[src/rtl/bcd_ring_timer_if.sv]
// bcd_ring_timer_if: control strobes, load data and status bundle
// for the multi-channel BCD ring timer.
interface bcd_ring_timer_if #(
  parameter int N_CH = 2
);
  logic [N_CH-1:0]   load;
  logic [N_CH-1:0]   start;
  logic [N_CH-1:0]   pause;
  logic [N_CH-1:0]   apagar_alarma;
  logic [7:0]        hora_in;
  logic [7:0]        min_in;
  logic [7:0]        seg_in;
  logic [8*N_CH-1:0] hora_T;
  logic [8*N_CH-1:0] min_T;
  logic [8*N_CH-1:0] seg_T;
  logic [N_CH-1:0]   activring;
  logic [N_CH-1:0]   ring_blink;
  logic [N_CH-1:0]   running;
  logic              load_err;
  logic              tick;

  modport master (
    output load, start, pause, apagar_alarma,
    output hora_in, min_in, seg_in,
    input  hora_T, min_T, seg_T,
    input  activring, ring_blink, running,
    input  load_err, tick
  );

  modport slave (
    input  load, start, pause, apagar_alarma,
    input  hora_in, min_in, seg_in,
    output hora_T, min_T, seg_T,
    output activring, ring_blink, running,
    output load_err, tick
  );
endinterface

[src/rtl/bcd_ring_timer.sv]
// bcd_ring_timer: N-channel hh:mm:ss BCD countdown timers with
// shared 1 Hz prescaler, ring timeout/acknowledge and blink.
module bcd_ring_timer #(
  parameter int         N_CH     = 2,
  parameter int         TICK_DIV = 100000000,
  parameter logic [7:0] HR_MAX   = 8'h23,
  parameter int         RING_SEC = 30
) (
  input logic             clk,
  input logic             reset,
  bcd_ring_timer_if.slave bus
);

  localparam int PW = (TICK_DIV > 1) ? $clog2(TICK_DIV) : 1;
  localparam int RW = (RING_SEC > 1) ? $clog2(RING_SEC) : 1;

  typedef enum logic [1:0] {
    IDLE,
    RUN,
    PAUSED,
    RING
  } st_t;

  logic [PW-1:0] pre_q;
  logic [PW-1:0] pre_d;
  logic          tick_q;
  logic          phase_q;
  logic          err_q;
  logic          err_d;
  logic          load_ok;

  st_t           st_q [N_CH];
  st_t           st_d [N_CH];
  logic [7:0]    hh_q [N_CH];
  logic [7:0]    hh_d [N_CH];
  logic [7:0]    mm_q [N_CH];
  logic [7:0]    mm_d [N_CH];
  logic [7:0]    ss_q [N_CH];
  logic [7:0]    ss_d [N_CH];
  logic [RW-1:0] rc_q [N_CH];
  logic [RW-1:0] rc_d [N_CH];
  logic [23:0]   dec_t [N_CH];

  function automatic logic bcd_ok(
    input logic [7:0] v,
    input logic [7:0] max
  );
    return (v[7:4] <= 4'd9) &&
           (v[3:0] <= 4'd9) &&
           (v <= max);
  endfunction

  function automatic logic [7:0] dec2(
    input logic [7:0] v,
    input logic [7:0] wrap
  );
    if (v == 8'h00)
      return wrap;
    if (v[3:0] == 4'd0)
      return {v[7:4] - 4'd1, 4'd9};
    return {v[7:4], v[3:0] - 4'd1};
  endfunction

  // hours only borrow when mm:ss is 00:00
  function automatic logic [23:0] tdec(
    input logic [23:0] t
  );
    logic [7:0] h;
    logic [7:0] m;
    logic [7:0] s;
    h = t[23:16];
    m = t[15:8];
    s = t[7:0];
    if (s == 8'h00 && m == 8'h00)
      h = dec2(h, 8'h00);
    if (s == 8'h00)
      m = dec2(m, 8'h59);
    s = dec2(s, 8'h59);
    return {h, m, s};
  endfunction

  assign load_ok = bcd_ok(bus.hora_in, HR_MAX) &&
                   bcd_ok(bus.min_in, 8'h59) &&
                   bcd_ok(bus.seg_in, 8'h59);

  assign pre_d = (pre_q == PW'(TICK_DIV - 1)) ?
                 '0 : pre_q + 1'b1;

  always_ff @(posedge clk or negedge reset) begin
    if (!reset) begin
      pre_q   <= '0;
      tick_q  <= 1'b0;
      phase_q <= 1'b0;
      err_q   <= 1'b0;
    end else begin
      pre_q   <= pre_d;
      tick_q  <= (pre_d == PW'(TICK_DIV - 1));
      phase_q <= phase_q ^ tick_q;
      err_q   <= err_d;
    end
  end

  always_comb begin
    for (int i = 0; i < N_CH; i++)
      dec_t[i] = tdec({hh_q[i], mm_q[i], ss_q[i]});
  end

  always_comb begin
    err_d = 1'b0;
    for (int i = 0; i < N_CH; i++) begin
      st_d[i] = st_q[i];
      hh_d[i] = hh_q[i];
      mm_d[i] = mm_q[i];
      ss_d[i] = ss_q[i];
      rc_d[i] = rc_q[i];
      if (bus.apagar_alarma[i]) begin
        st_d[i] = IDLE;
      end else if (bus.load[i] && st_q[i] != RING) begin
        if (load_ok) begin
          hh_d[i] = bus.hora_in;
          mm_d[i] = bus.min_in;
          ss_d[i] = bus.seg_in;
        end else begin
          err_d = 1'b1;
        end
      end else begin
        unique case (st_q[i])
          IDLE: begin
            if (bus.start[i] &&
                {hh_q[i], mm_q[i], ss_q[i]} != 24'h0)
              st_d[i] = RUN;
          end
          RUN: begin
            if (bus.pause[i]) begin
              st_d[i] = PAUSED;
            end else if (tick_q) begin
              if ({hh_q[i], mm_q[i], ss_q[i]} != 24'h0) begin
                hh_d[i] = dec_t[i][23:16];
                mm_d[i] = dec_t[i][15:8];
                ss_d[i] = dec_t[i][7:0];
              end
              if ({hh_q[i], mm_q[i], ss_q[i]} == 24'h0 ||
                  dec_t[i] == 24'h0) begin
                st_d[i] = RING;
                rc_d[i] = '0;
              end
            end
          end
          PAUSED: begin
            if (bus.start[i])
              st_d[i] = RUN;
          end
          RING: begin
            if (tick_q) begin
              if (rc_q[i] == RW'(RING_SEC - 1))
                st_d[i] = IDLE;
              else
                rc_d[i] = rc_q[i] + 1'b1;
            end
          end
          default: st_d[i] = IDLE;
        endcase
      end
    end
  end

  always_ff @(posedge clk or negedge reset) begin
    if (!reset) begin
      for (int i = 0; i < N_CH; i++) begin
        st_q[i] <= IDLE;
        hh_q[i] <= 8'h00;
        mm_q[i] <= 8'h00;
        ss_q[i] <= 8'h00;
        rc_q[i] <= '0;
      end
    end else begin
      for (int i = 0; i < N_CH; i++) begin
        st_q[i] <= st_d[i];
        hh_q[i] <= hh_d[i];
        mm_q[i] <= mm_d[i];
        ss_q[i] <= ss_d[i];
        rc_q[i] <= rc_d[i];
      end
    end
  end

  for (genvar g = 0; g < N_CH; g++) begin : g_out
    assign bus.hora_T[8*g +: 8] = hh_q[g];
    assign bus.min_T[8*g +: 8]  = mm_q[g];
    assign bus.seg_T[8*g +: 8]  = ss_q[g];
    assign bus.activring[g]     = (st_q[g] == RING);
    assign bus.ring_blink[g]    = (st_q[g] == RING) & phase_q;
    assign bus.running[g]       = (st_q[g] == RUN);
  end

  assign bus.tick     = tick_q;
  assign bus.load_err = err_q;

endmodule

[src/flat_wrapper.sv]
// flat-port wrapper written by rule: the top's interface ports become plain ports
module bcd_ring_timer_flat 
#(
  parameter int         N_CH     = 2,
  parameter int         TICK_DIV = 100000000,
  parameter logic [7:0] HR_MAX   = 8'h23,
  parameter int         RING_SEC = 30
)
  (clk, reset, bus_load, bus_start, bus_pause, bus_apagar_alarma, bus_hora_in, bus_min_in, bus_seg_in, bus_hora_T, bus_min_T, bus_seg_T, bus_activring, bus_ring_blink, bus_running, bus_load_err, bus_tick);
  bcd_ring_timer_if #(.N_CH(N_CH)) bus_i ();
  input logic clk;
  input logic reset;
  input wire logic [$bits(bus_i.load)-1:0] bus_load;
  input wire logic [$bits(bus_i.start)-1:0] bus_start;
  input wire logic [$bits(bus_i.pause)-1:0] bus_pause;
  input wire logic [$bits(bus_i.apagar_alarma)-1:0] bus_apagar_alarma;
  input wire logic [$bits(bus_i.hora_in)-1:0] bus_hora_in;
  input wire logic [$bits(bus_i.min_in)-1:0] bus_min_in;
  input wire logic [$bits(bus_i.seg_in)-1:0] bus_seg_in;
  output wire logic [$bits(bus_i.hora_T)-1:0] bus_hora_T;
  output wire logic [$bits(bus_i.min_T)-1:0] bus_min_T;
  output wire logic [$bits(bus_i.seg_T)-1:0] bus_seg_T;
  output wire logic [$bits(bus_i.activring)-1:0] bus_activring;
  output wire logic [$bits(bus_i.ring_blink)-1:0] bus_ring_blink;
  output wire logic [$bits(bus_i.running)-1:0] bus_running;
  output wire logic [$bits(bus_i.load_err)-1:0] bus_load_err;
  output wire logic [$bits(bus_i.tick)-1:0] bus_tick;
  assign bus_i.load = bus_load;
  assign bus_i.start = bus_start;
  assign bus_i.pause = bus_pause;
  assign bus_i.apagar_alarma = bus_apagar_alarma;
  assign bus_i.hora_in = bus_hora_in;
  assign bus_i.min_in = bus_min_in;
  assign bus_i.seg_in = bus_seg_in;
  assign bus_hora_T = bus_i.hora_T;
  assign bus_min_T = bus_i.min_T;
  assign bus_seg_T = bus_i.seg_T;
  assign bus_activring = bus_i.activring;
  assign bus_ring_blink = bus_i.ring_blink;
  assign bus_running = bus_i.running;
  assign bus_load_err = bus_i.load_err;
  assign bus_tick = bus_i.tick;
  bcd_ring_timer #(.N_CH(N_CH), .TICK_DIV(TICK_DIV), .HR_MAX(HR_MAX), .RING_SEC(RING_SEC)) u_core (.clk(clk), .reset(reset), .bus(bus_i));
endmodule
[config.mk]
export PLATFORM = sky130hd
export DESIGN_NAME = bcd_ring_timer_flat
export DESIGN_NICKNAME = d
export VERILOG_FILES = /design/src/rtl/bcd_ring_timer_if.sv /design/src/rtl/bcd_ring_timer.sv /design/src/flat_wrapper.sv
export SDC_FILE = /design/constraint.sdc
export NUM_CORES = 1
export LEC_CHECK = 0
export BUFFER_PORTS_ARGS = -buffer_cell sky130_fd_sc_hd__buf_2
export CELL_PAD_IN_SITES_DETAIL_PLACEMENT = 0
export CELL_PAD_IN_SITES_GLOBAL_PLACEMENT = 1
export CORE_UTILIZATION = 39
export CTS_CLUSTER_DIAMETER = 100
export DETAILED_ROUTE_END_ITERATION = 16
export PLACE_DENSITY_LB_ADDON = 0.1
export SETUP_SLACK_MARGIN = 0.02
export SYNTH_ARGS = -nofsm -noshare
export SYNTH_HDL_FRONTEND = slang
export SYNTH_SLANG_ARGS = --single-unit
[constraint.sdc]
create_clock -name clk -period 3.2 [get_ports clk]
set_input_delay 0 -clock clk [delete_from_list [all_inputs] [get_ports clk]]
set_output_delay 0 -clock clk [all_outputs]
set_load 0.03 [all_outputs]
==> metrics.txt, run 1 <==
I/O Pins=90; first-pass GRT wire length=~31 mm; die height=approximately 130 um; n_diodes=0; worst skew pair latency=~0.35 ns; Post-Layout Inst Area=between 7000 and 8000 um^2; cells along the critical path=inv_4, ha_4, or3b_4, or4_4, nor3_4, o2111a_1, or4b_4, o41ai_4, o21a_2, a31oi_1; critical path depth=10; RSZ-0062 raised after global routing=yes; Yosys reg bits=between 90 and 100; Iteration-0 DRC Markers=just under 400; worst path bufs/invs=1; power per cell area=367.9 nW/um^2; Num CTS Buffers=9; CP max FO=5; Hold Startpoint=bus_min_in[7]; R2R Setup Slk=slightly below 0.09 ns; Seq/Total Area, Yosys=0.3752; WP data required=3.43 ns; Post-synth EDFFs=0; antenna-violating nets left=0; CP top delay family=simple AND/OR/NAND/NOR gates; compound-gate portion of the synthesized area=0.2078; Remaining Overflow, GRT=0; post-DR vias/cell=roughly 5.7; crit start category=flip-flop; multiplexer area fraction after synthesis=0.01998; die area=16240 um^2; largest net degree at the start of global routing=61; final WL=19.19 mm; async set or reset register ratio after synthesis=1.000; CTS tree=built; Hold EP=u_core.bus.min_T[7]; aggregate global-route resource usage=0.2450; Reg clk slew, reported paths=0.07 ns; area of the multi-input gates=3675 um^2; initial antenna violation count=0; drt first pass iters=5; commonest non-fill, non-tap cells in the layout=88 x buf_2, 88 x dfrtp_1, 79 x nor2_1; Final Hold Viols=0; Fin Clk Skew=between 0.007 and 0.008 ns; WS Path Type=reg -> reg; Max-Cap Viols=0; Sink Count=92; Die X=approximately 130 um; Reg-to-Reg End=u_core.rc_q[3]; HP Class=in -> reg; routed vias=6239; post-synthesis simple-gate area fraction=0.2649; PortBufs=89; Final period util=0.9727; GRT met1 Usage=0.3232; Nets=approximately 940; Post-Route Utilization=0.5066; average instance area after synthesis=8.247 um^2; r2r startpoint=u_core.bus.min_T[8]; Placer Congestion=0.9018; final cell count without fillers=1095; placed insts=1067; average wire per standard cell=approximately 18 um; outcome=finished clean; htree depth=3; slowest stage delay, CP=around 0.54 ns; cell area after placement=around 7200 um^2; Most Crowded Layer GR=met2; Max Slew Vio Count=0; GRT met2 Usage=0.3970; CORE AREA=between 15000 and 20000 um^2; Worst slew margin=0.4481; peak supply drop=0.2382 mV; Row Count=45; largest family of logic cells by synthesized area=simple AND/OR/NAND/NOR gates; Ys Warns=0; Clock Tree Buf Depth=2; dominant synthesized flop cell=dfrtp_1; hold_ws=between 0.004 and 0.005 ns; post-synthesis xor/xnor area fraction=0.04139; Tmin final=3.113 ns; flip-flop and latch area=roughly 2300 um^2; unique cell type count in the Yosys netlist=61; share of layout cells above drive strength 1=0.2353; Syn Inst Count=744; area delta synth->final=25.98%; clock root cell=clkbuf_16; final setup fails=0; vias in the first global route=6083; Leakage=3.453 nW; CP max stage cell=or4_4; Arr. time, crit path=3.34 ns; CP endpoint kind=flip-flop; GR Util met3=0.04229; fill count=1484; Reg2Reg Depth=10; DP HPWL=14.60 mm; Starting Density=0.4021; Mapped Area=6136 um^2; Adder-Cell Fraction of Synth Area=0.04690; hold path depth=3; worst slew pin tran=0.8279 ns; net count after synthesis=between 800 and 900; DRC Markers=0; FMAX=0.3213 GHz
==> routing by layer <==
metal  wire length (um)  vias up
li1                   -     3011
met1               8583     2995
met2               9038      195
met3               1000       38
met4                571        0
met5                  0        -
==> worst reg2reg max path: stages (launching register included) <==
cell	delay, ns
dfrtp_2	0.42
inv_4	0.08
ha_4	0.12
or3b_4	0.41
or4_4	0.54
nor3_4	0.15
o2111a_1	0.20
or4b_4	0.48
o41ai_4	0.27
o21a_2	0.22
a31oi_1	0.09
==> kinds of logic after synthesis <==
| family | count (synthesis) |
|---|---|
| AND/OR/NAND/NOR | 312 |
| AO/OA/AOI/OAI | 205 |
| flip-flops | 92 |
| buffers and inverters | 71 |
| XOR/XNOR | 29 |
| adder cells (fa/ha/maj) | 23 |
| multiplexers | 12 |
==> timing repair <==
| action | CTS | global route |
|---|---|---|
| pin swaps | 1 | 6 |
| gates resized for setup | 4 | 16 |
| hold endpoints to repair | 64 | 0 |
| setup buffers | 0 | 4 |
| hold buffers | 8 | 0 |
| endpoints found under the setup margin | 6 | 11 |
==> final cells by class <==
cell class	instances	area share
multi-input combinational	581	0.4754
sequential	92	0.2985
timing repair buffer	163	0.1329
tap	211	0.03415
clock buffer	12	0.03059
inverter	32	0.01586
clock inverter	4	0.01263
==> worst max path at each step <==
stage | from | end | slack [ns]
CTS | u_core.bus.seg_T[9] | u_core.rc_q[3] | 0.03
detailed placement | u_core.bus.seg_T[9] | u_core.rc_q[3] | -0.01
global placement | u_core.bus.min_T[8] | u_core.rc_q[3] | 0.07
global route | u_core.bus.min_T[8] | u_core.rc_q[0] | -0.02
floorplan | u_core.bus.min_T[9] | u_core.rc_q[3] | -0.11
finish | u_core.bus.min_T[8] | u_core.rc_q[3] | 0.09
==> cell usage after synthesis, drive strengths merged, types with 7 or more instances <==
cell / number / area, um^2
a211oi: 7 / 52.55
clkbuf: 35 / 131.4
ha: 23 / 287.8
mux2i: 10 / 100.1
inv: 32 / 120.1
nand2: 58 / 217.7
o22ai: 9 / 56.30
and4: 7 / 61.31
dfrtp: 92 / 2302
nor2: 79 / 296.5
nor3: 33 / 176.4
o211ai: 8 / 60.06
a31oi: 14 / 87.58
and3: 14 / 87.58
xor2: 15 / 131.4
o21a: 8 / 61.31
nand4: 11 / 68.82
xnor2: 14 / 122.6
nor3b: 8 / 60.06
o21ai: 58 / 290.3
a21oi: 57 / 285.3
nand3: 33 / 165.2
nor4: 24 / 156.4
a22oi: 7 / 52.55
==> sequential cells by signal, summed over array words and instances (netlist names) <==
| signal | cells |
|---|---|
| u_core.bus.seg_T | 16 |
| u_core.st_q | 4 |
| u_core.rc_q | 10 |
| u_core.bus.tick | 1 |
| u_core.pre_q | 27 |
| u_core.bus.hora_T | 16 |
| u_core.bus.load_err | 1 |
| u_core.bus.min_T | 16 |
| u_core.phase_q | 1 |
==> report_power, final <==
part,switching [mW],internal (mW)
Sequential,0.0322,1.19
Clock,0.458,0.765
Combinational,0.255,0.145
Total,0.745,2.10
==> per-stage QoR <==
stage / worst slack [ns] / total power [mW] / TNS (ns)
2_1_floorplan: -0.1105 / 1.453 / -0.5816
3_3_place_gp: 0.06641 / 1.623 / 0
3_5_place_dp: -0.01130 / 1.627 / -0.02311
4_1_cts: 0.03162 / 2.871 / 0
5_1_grt: -0.01712 / 2.958 / -0.03930
6_report: 0.08730 / 2.844 / 0
Power figures use the tool's default switching activity.
==> run 2: changes to the inputs <==
--- a/config.mk
+++ b/config.mk
@@ -8,7 +8,8 @@
 export BUFFER_PORTS_ARGS = -buffer_cell sky130_fd_sc_hd__buf_2
 export CELL_PAD_IN_SITES_DETAIL_PLACEMENT = 0
 export CELL_PAD_IN_SITES_GLOBAL_PLACEMENT = 1
-export CORE_UTILIZATION = 39
+export CORE_MARGIN = 2
+export CORE_UTILIZATION = 40
 export CTS_CLUSTER_DIAMETER = 100
 export DETAILED_ROUTE_END_ITERATION = 16
 export PLACE_DENSITY_LB_ADDON = 0.1
==> constraint.sdc (replaced) <==
create_clock -name clk -period 4 [get_ports clk]
set_input_delay 0 -clock clk [delete_from_list [all_inputs] [get_ports clk]]
set_output_delay 0 -clock clk [all_outputs]
set_load 0.03 [all_outputs]
==> metrics.txt, run 2 (same netlist as run 1, synthesis figures left out) <==
Reg clk slew, reported paths=0.07 ns; Worst slew margin=0.3273; CTS tree=built; post_cts resized=0; FMAX=roughly 0.27 GHz; Row Count=45; post-cts hold buffer count=14; commonest non-fill, non-tap cells in the layout=92 x dfrtp_1, 88 x buf_2, 79 x nor2_1; Num CTS Buffers=9; Leakage=3.219 nW; fill count=1500; Starting Density=0.4066; worst slew pin tran=1.009 ns; pre-CTS setup slack=0.3727 ns; Clock Tree Buf Depth=2; worst skew pair latency=0.35 ns; vias in the first global route=5559; post-CTS setup buffer count=0; Post-Layout Inst Area=7271 um^2; CP endpoint kind=flip-flop; Arr. time, crit path=slightly below 4 ns; clock root cell=clkbuf_16; Die X=127.9 um; Max-Cap Viols=0; DP HPWL=~14 mm; post-DR vias/cell=5.817; final worst setup slack=0.3275 ns; cell area after placement=about 7000 um^2; Max Slew Vio Count=0; Final Hold Viols=0; sequential power share=0.453; Final period util=0.9181; Comb pwr share=0.133; DRC Markers=0; Iteration-0 DRC Markers=a little over 400; peak supply drop=0.1687 mV; Placer Congestion=between 0.8 and 0.9; hold_ws=0.001522 ns; power per cell area=298.4 nW/um^2; Tmin final=3.673 ns; die area=16350 um^2; Sink Count=92; share of layout cells above drive strength 1=0.1675; average wire per standard cell=17.79 um; total negative setup slack=0 ns; die height=~130 um; CP max FO=7; first-pass GRT wire length=29.57 mm; WP data required=4.23 ns; antenna-violating nets left=0; area delta synth->final=18.50%; clock share of power=0.414; drt first pass iters=5; I/O Pins=90; Sw Share=0.2871; PortBufs=a little under 90; outcome=finished clean; largest net degree at the start of global routing=56; final setup fails=0; final WL=~18 mm; Internal=1.547 mW; WS Path Type=reg -> reg; n_diodes=0; Remaining Overflow, GRT=0; Largest register FFs=27; Psw=622.9 uW; CORE AREA=approximately 15000 um^2; routed vias=5992; aggregate global-route resource usage=0.2282; crit start category=flip-flop; htree depth=3; initial antenna violation count=0; RSZ-0062 raised after global routing=no; HP Class=in -> reg; commonest non-fill, non-tap cell in the layout=dfrtp_1; Fin Clk Skew=0.006956 ns; Most flops, register=u_core.pre_q; Nets=894
==> run 2: cell types whose count changed in the layout (fill, tap and decap cells not counted), sizes merged <==
cell         delta
clkinvlp        -1
inv             +5
dlygate4sd3     +6
buf            -48
bufinv          -2
clkbuf          -2
==> run 2: area by class of cell <==
cell class,instances,area [um^2],area share
clock buffer,10,229.0,0.03149
clock inverter,6,73.82,0.01015
inverter,32,120.1,0.01652
multi-input combinational,581,3575,0.4917
sequential,92,2302,0.3166
tap,188,235.2,0.03235
timing repair buffer,121,735.7,0.1012
==> run 2: critical path, stage by stage, from the launching register on <==
cell	delay, ns
dfrtp_1	0.44
inv_1	0.13
ha_1	0.18
or3b_2	0.52
or4_1	0.66
nor3_4	0.18
o2111a_1	0.20
or4b_1	0.47
o41ai_2	0.43
o21a_2	0.25
o21ai_0	0.09
==> run 2: through the flow <==
| stage | util | total power, mW | std cells |
|---|---|---|---|
| 2_1_floorplan | - | 1.160 | 744 |
| 3_3_place_gp | 0.4525 | 1.275 | 1000 |
| 3_5_place_dp | 0.4525 | 1.276 | 1000 |
| 4_1_cts | 0.4818 | 2.197 | 1030 |
| 5_1_grt | 0.4818 | 2.274 | 1030 |
| 6_report | 0.4818 | 2.170 | 1030 |
==> run 2: per-layer routing <==
metal	GRT usage	up-vias	share of wire
met2	0.3485	163	0.45
met3	0.03506	26	0.050
met1	0.3303	2877	0.48
li1	-	2926	-
met4	0.07757	0	0.021
met5	0	-	0
==> run 2: power by group through the flow <==
stage	clock network (mW)	registers (mW)	logic, mW
2_1_floorplan	0	1.02	0.136
5_1_grt	0.970	0.987	0.318
4_1_cts	0.927	0.982	0.289
3_5_place_dp	0	1.00	0.276
6_report	0.899	0.983	0.288
3_3_place_gp	0	0.998	0.276
==> run 2: worst paths after layout <==
check	from	end	slack [ns]	cells past startpoint
worst max-delay path	u_core.bus.min_T[8]	u_core.rc_q[4]	0.33	10
worst min-delay path	bus_seg_in[2]	u_core.bus.seg_T[10]	0.002	3
worst max register to register	u_core.bus.min_T[8]	u_core.rc_q[4]	0.33	10
worst min register to register	u_core.pre_q[25]	u_core.pre_q[25]	0.51	1
max in group asynchronous	reset	u_core.bus.min_T[13]	2.76	3
min in group asynchronous	reset	u_core.rc_q[6]	0.26	2
==> run 3: changes to the inputs <==
==> constraint.sdc (replaced) <==
create_clock -name clk -period 4.6 [get_ports clk]
set_input_delay 0 -clock clk [delete_from_list [all_inputs] [get_ports clk]]
set_output_delay 0 -clock clk [all_outputs]
set_load 0.03 [all_outputs]
==> metrics.txt, run 3 (same netlist as run 1, synthesis figures left out) <==
initial antenna violation count=0; die height=between 100 and 150 um; Arr. time, crit path=4.49 ns; Remaining Overflow, GRT=0; hold path depth=3; PortBufs=89; r2r startpoint=u_core.bus.min_T[8]; hold_ws=0.009532 ns; CP endpoint kind=flip-flop; DRC Markers=0; Reg-to-Reg End=u_core.st_q[1]; worst skew pair latency=between 0.3 and 0.4 ns; power per cell area=263.4 nW/um^2; Most flops, register=u_core.pre_q; WP data required=about 5 ns; commonest non-fill, non-tap cell in the layout=dfrtp_1; slowest stage delay, CP=~0.67 ns; CP top delay family=simple AND/OR/NAND/NOR gates; Clock Tree Buf Depth=2; Max Slew Vio Count=0; first-pass GRT wire length=29.93 mm; Fin Clk Skew=0.008320 ns; area delta synth->final=17.11%; CORE AREA=~15000 um^2; worst slew pin tran=1.005 ns; outcome=finished clean; HP Class=in -> reg; R2R Setup Slk=0.39 ns; final setup fails=0; average wire per standard cell=18.02 um; RSZ-0062 raised after global routing=no; peak supply drop=0.1645 mV; Reg clk slew, reported paths=0.07 ns; post-DR vias/cell=5.812; crit start category=flip-flop; Row Count=45; Leakage=3.170 nW; Worst slew margin=0.3301; Sink Count=92; DP HPWL=13.69 mm; Final period util=0.9143; Max-Cap Viols=0; cells along the critical path=inv_1, ha_1, or3b_2, or4_1, nor3_4, o2111a_1, or4b_1, o41ai_2, o211ai_1, a21oi_1, dlygate4sd3_1; Nets=885; Hold EP=u_core.bus.seg_T[11]; routed vias=5934; Placer Congestion=0.9167; FMAX=0.2378 GHz; antenna-violating nets left=0; post-CTS setup buffer count=0; drt first pass iters=5; Die X=~130 um; Final Hold Viols=0; aggregate global-route resource usage=0.2302; CTS tree=built; htree depth=3; total negative setup slack=0 ns; die area=~16000 um^2; Starting Density=0.4066; total power=1.893 mW; placed insts=994; final cell count without fillers=1021; Num CTS Buffers=9; commonest non-fill, non-tap cells in the layout=92 x dfrtp_1, 88 x buf_2, 79 x nor2_1; Reg2Reg Depth=11; Largest register FFs=27; Tmin final=about 4.2 ns; worst path bufs/invs=2; final WL=18.40 mm; Hold Startpoint=bus_seg_in[3]; vias in the first global route=between 5000 and 6000; I/O Pins=90; largest net degree at the start of global routing=53; n_diodes=0; WS Path Type=reg -> reg; clock root cell=clkbuf_16; CP max FO=7; share of layout cells above drive strength 1=0.1621; CP max stage cell=or4_1; Iteration-0 DRC Markers=554
[run 3: routing by layer]
layer / wire length (um) / global-route usage / vias to the layer above / share of wire
li1: - / - / 2901 / -
met1: 9007 / 0.3423 / 2825 / 0.49
met2: 8107 / 0.3520 / 189 / 0.44
met3: 1028 / 0.03255 / 19 / 0.056
met4: 256 / 0.06012 / 0 / 0.014
met5: 0 / 0 / - / 0
[run 3: report_power, final]
group	internal, mW	switching [mW]
logic	0.0823	0.162
clock network	0.433	0.360
registers	0.826	0.0296
total	1.34	0.551
[run 3: worst max path at each step]
stage	start	end	slack, ns	cells past startpoint
after floorplan	u_core.bus.min_T[8]	u_core.rc_q[3]	1.11	12
after global placement	u_core.bus.seg_T[8]	u_core.rc_q[3]	0.91	8
after detailed placement	u_core.bus.min_T[8]	u_core.rc_q[4]	0.84	10
after CTS	u_core.bus.min_T[8]	u_core.st_q[1]	0.40	11
after global routing	u_core.bus.min_T[8]	u_core.st_q[1]	0.15	11
final	u_core.bus.min_T[8]	u_core.st_q[1]	0.39	11
[run 3: worst register-to-register path: cells and delay by family, from the launching register on]
kind,cells,cell delay [ns]
compound gates,4,0.88
flops,1,0.44
simple gates,4,1.97
fa+ha+maj,1,0.18
buf+inv,2,0.68
[run 3: final cells by class]
| class | count | area (um^2) |
|---|---|---|
| clock inverter | 6 | 76.32 |
| clock buffer | 10 | 229.0 |
| inverter | 32 | 120.1 |
| timing repair buffer | 112 | 648.1 |
| multi-input combinational | 581 | 3575 |
| fill | 1482 | 7904 |
| tap | 188 | 235.2 |
| sequential | 92 | 2302 |
[run 3: metrics by stage]
stage               worst slack (ns)    util  cell area (um^2)
floorplan                      1.113       -              6136
global placement              0.9129  0.4487              6770
detailed placement            0.8434  0.4487              6770
CTS                           0.3990  0.4762              7186
global route                  0.1524  0.4762              7186
finish                        0.3942  0.4762              7186
[run 3: timing repair]
item                                   in CTS  in global routing
hold buffers                               11                  0
gates resized for setup                     0                  0
endpoints found under the hold margin      48                  0
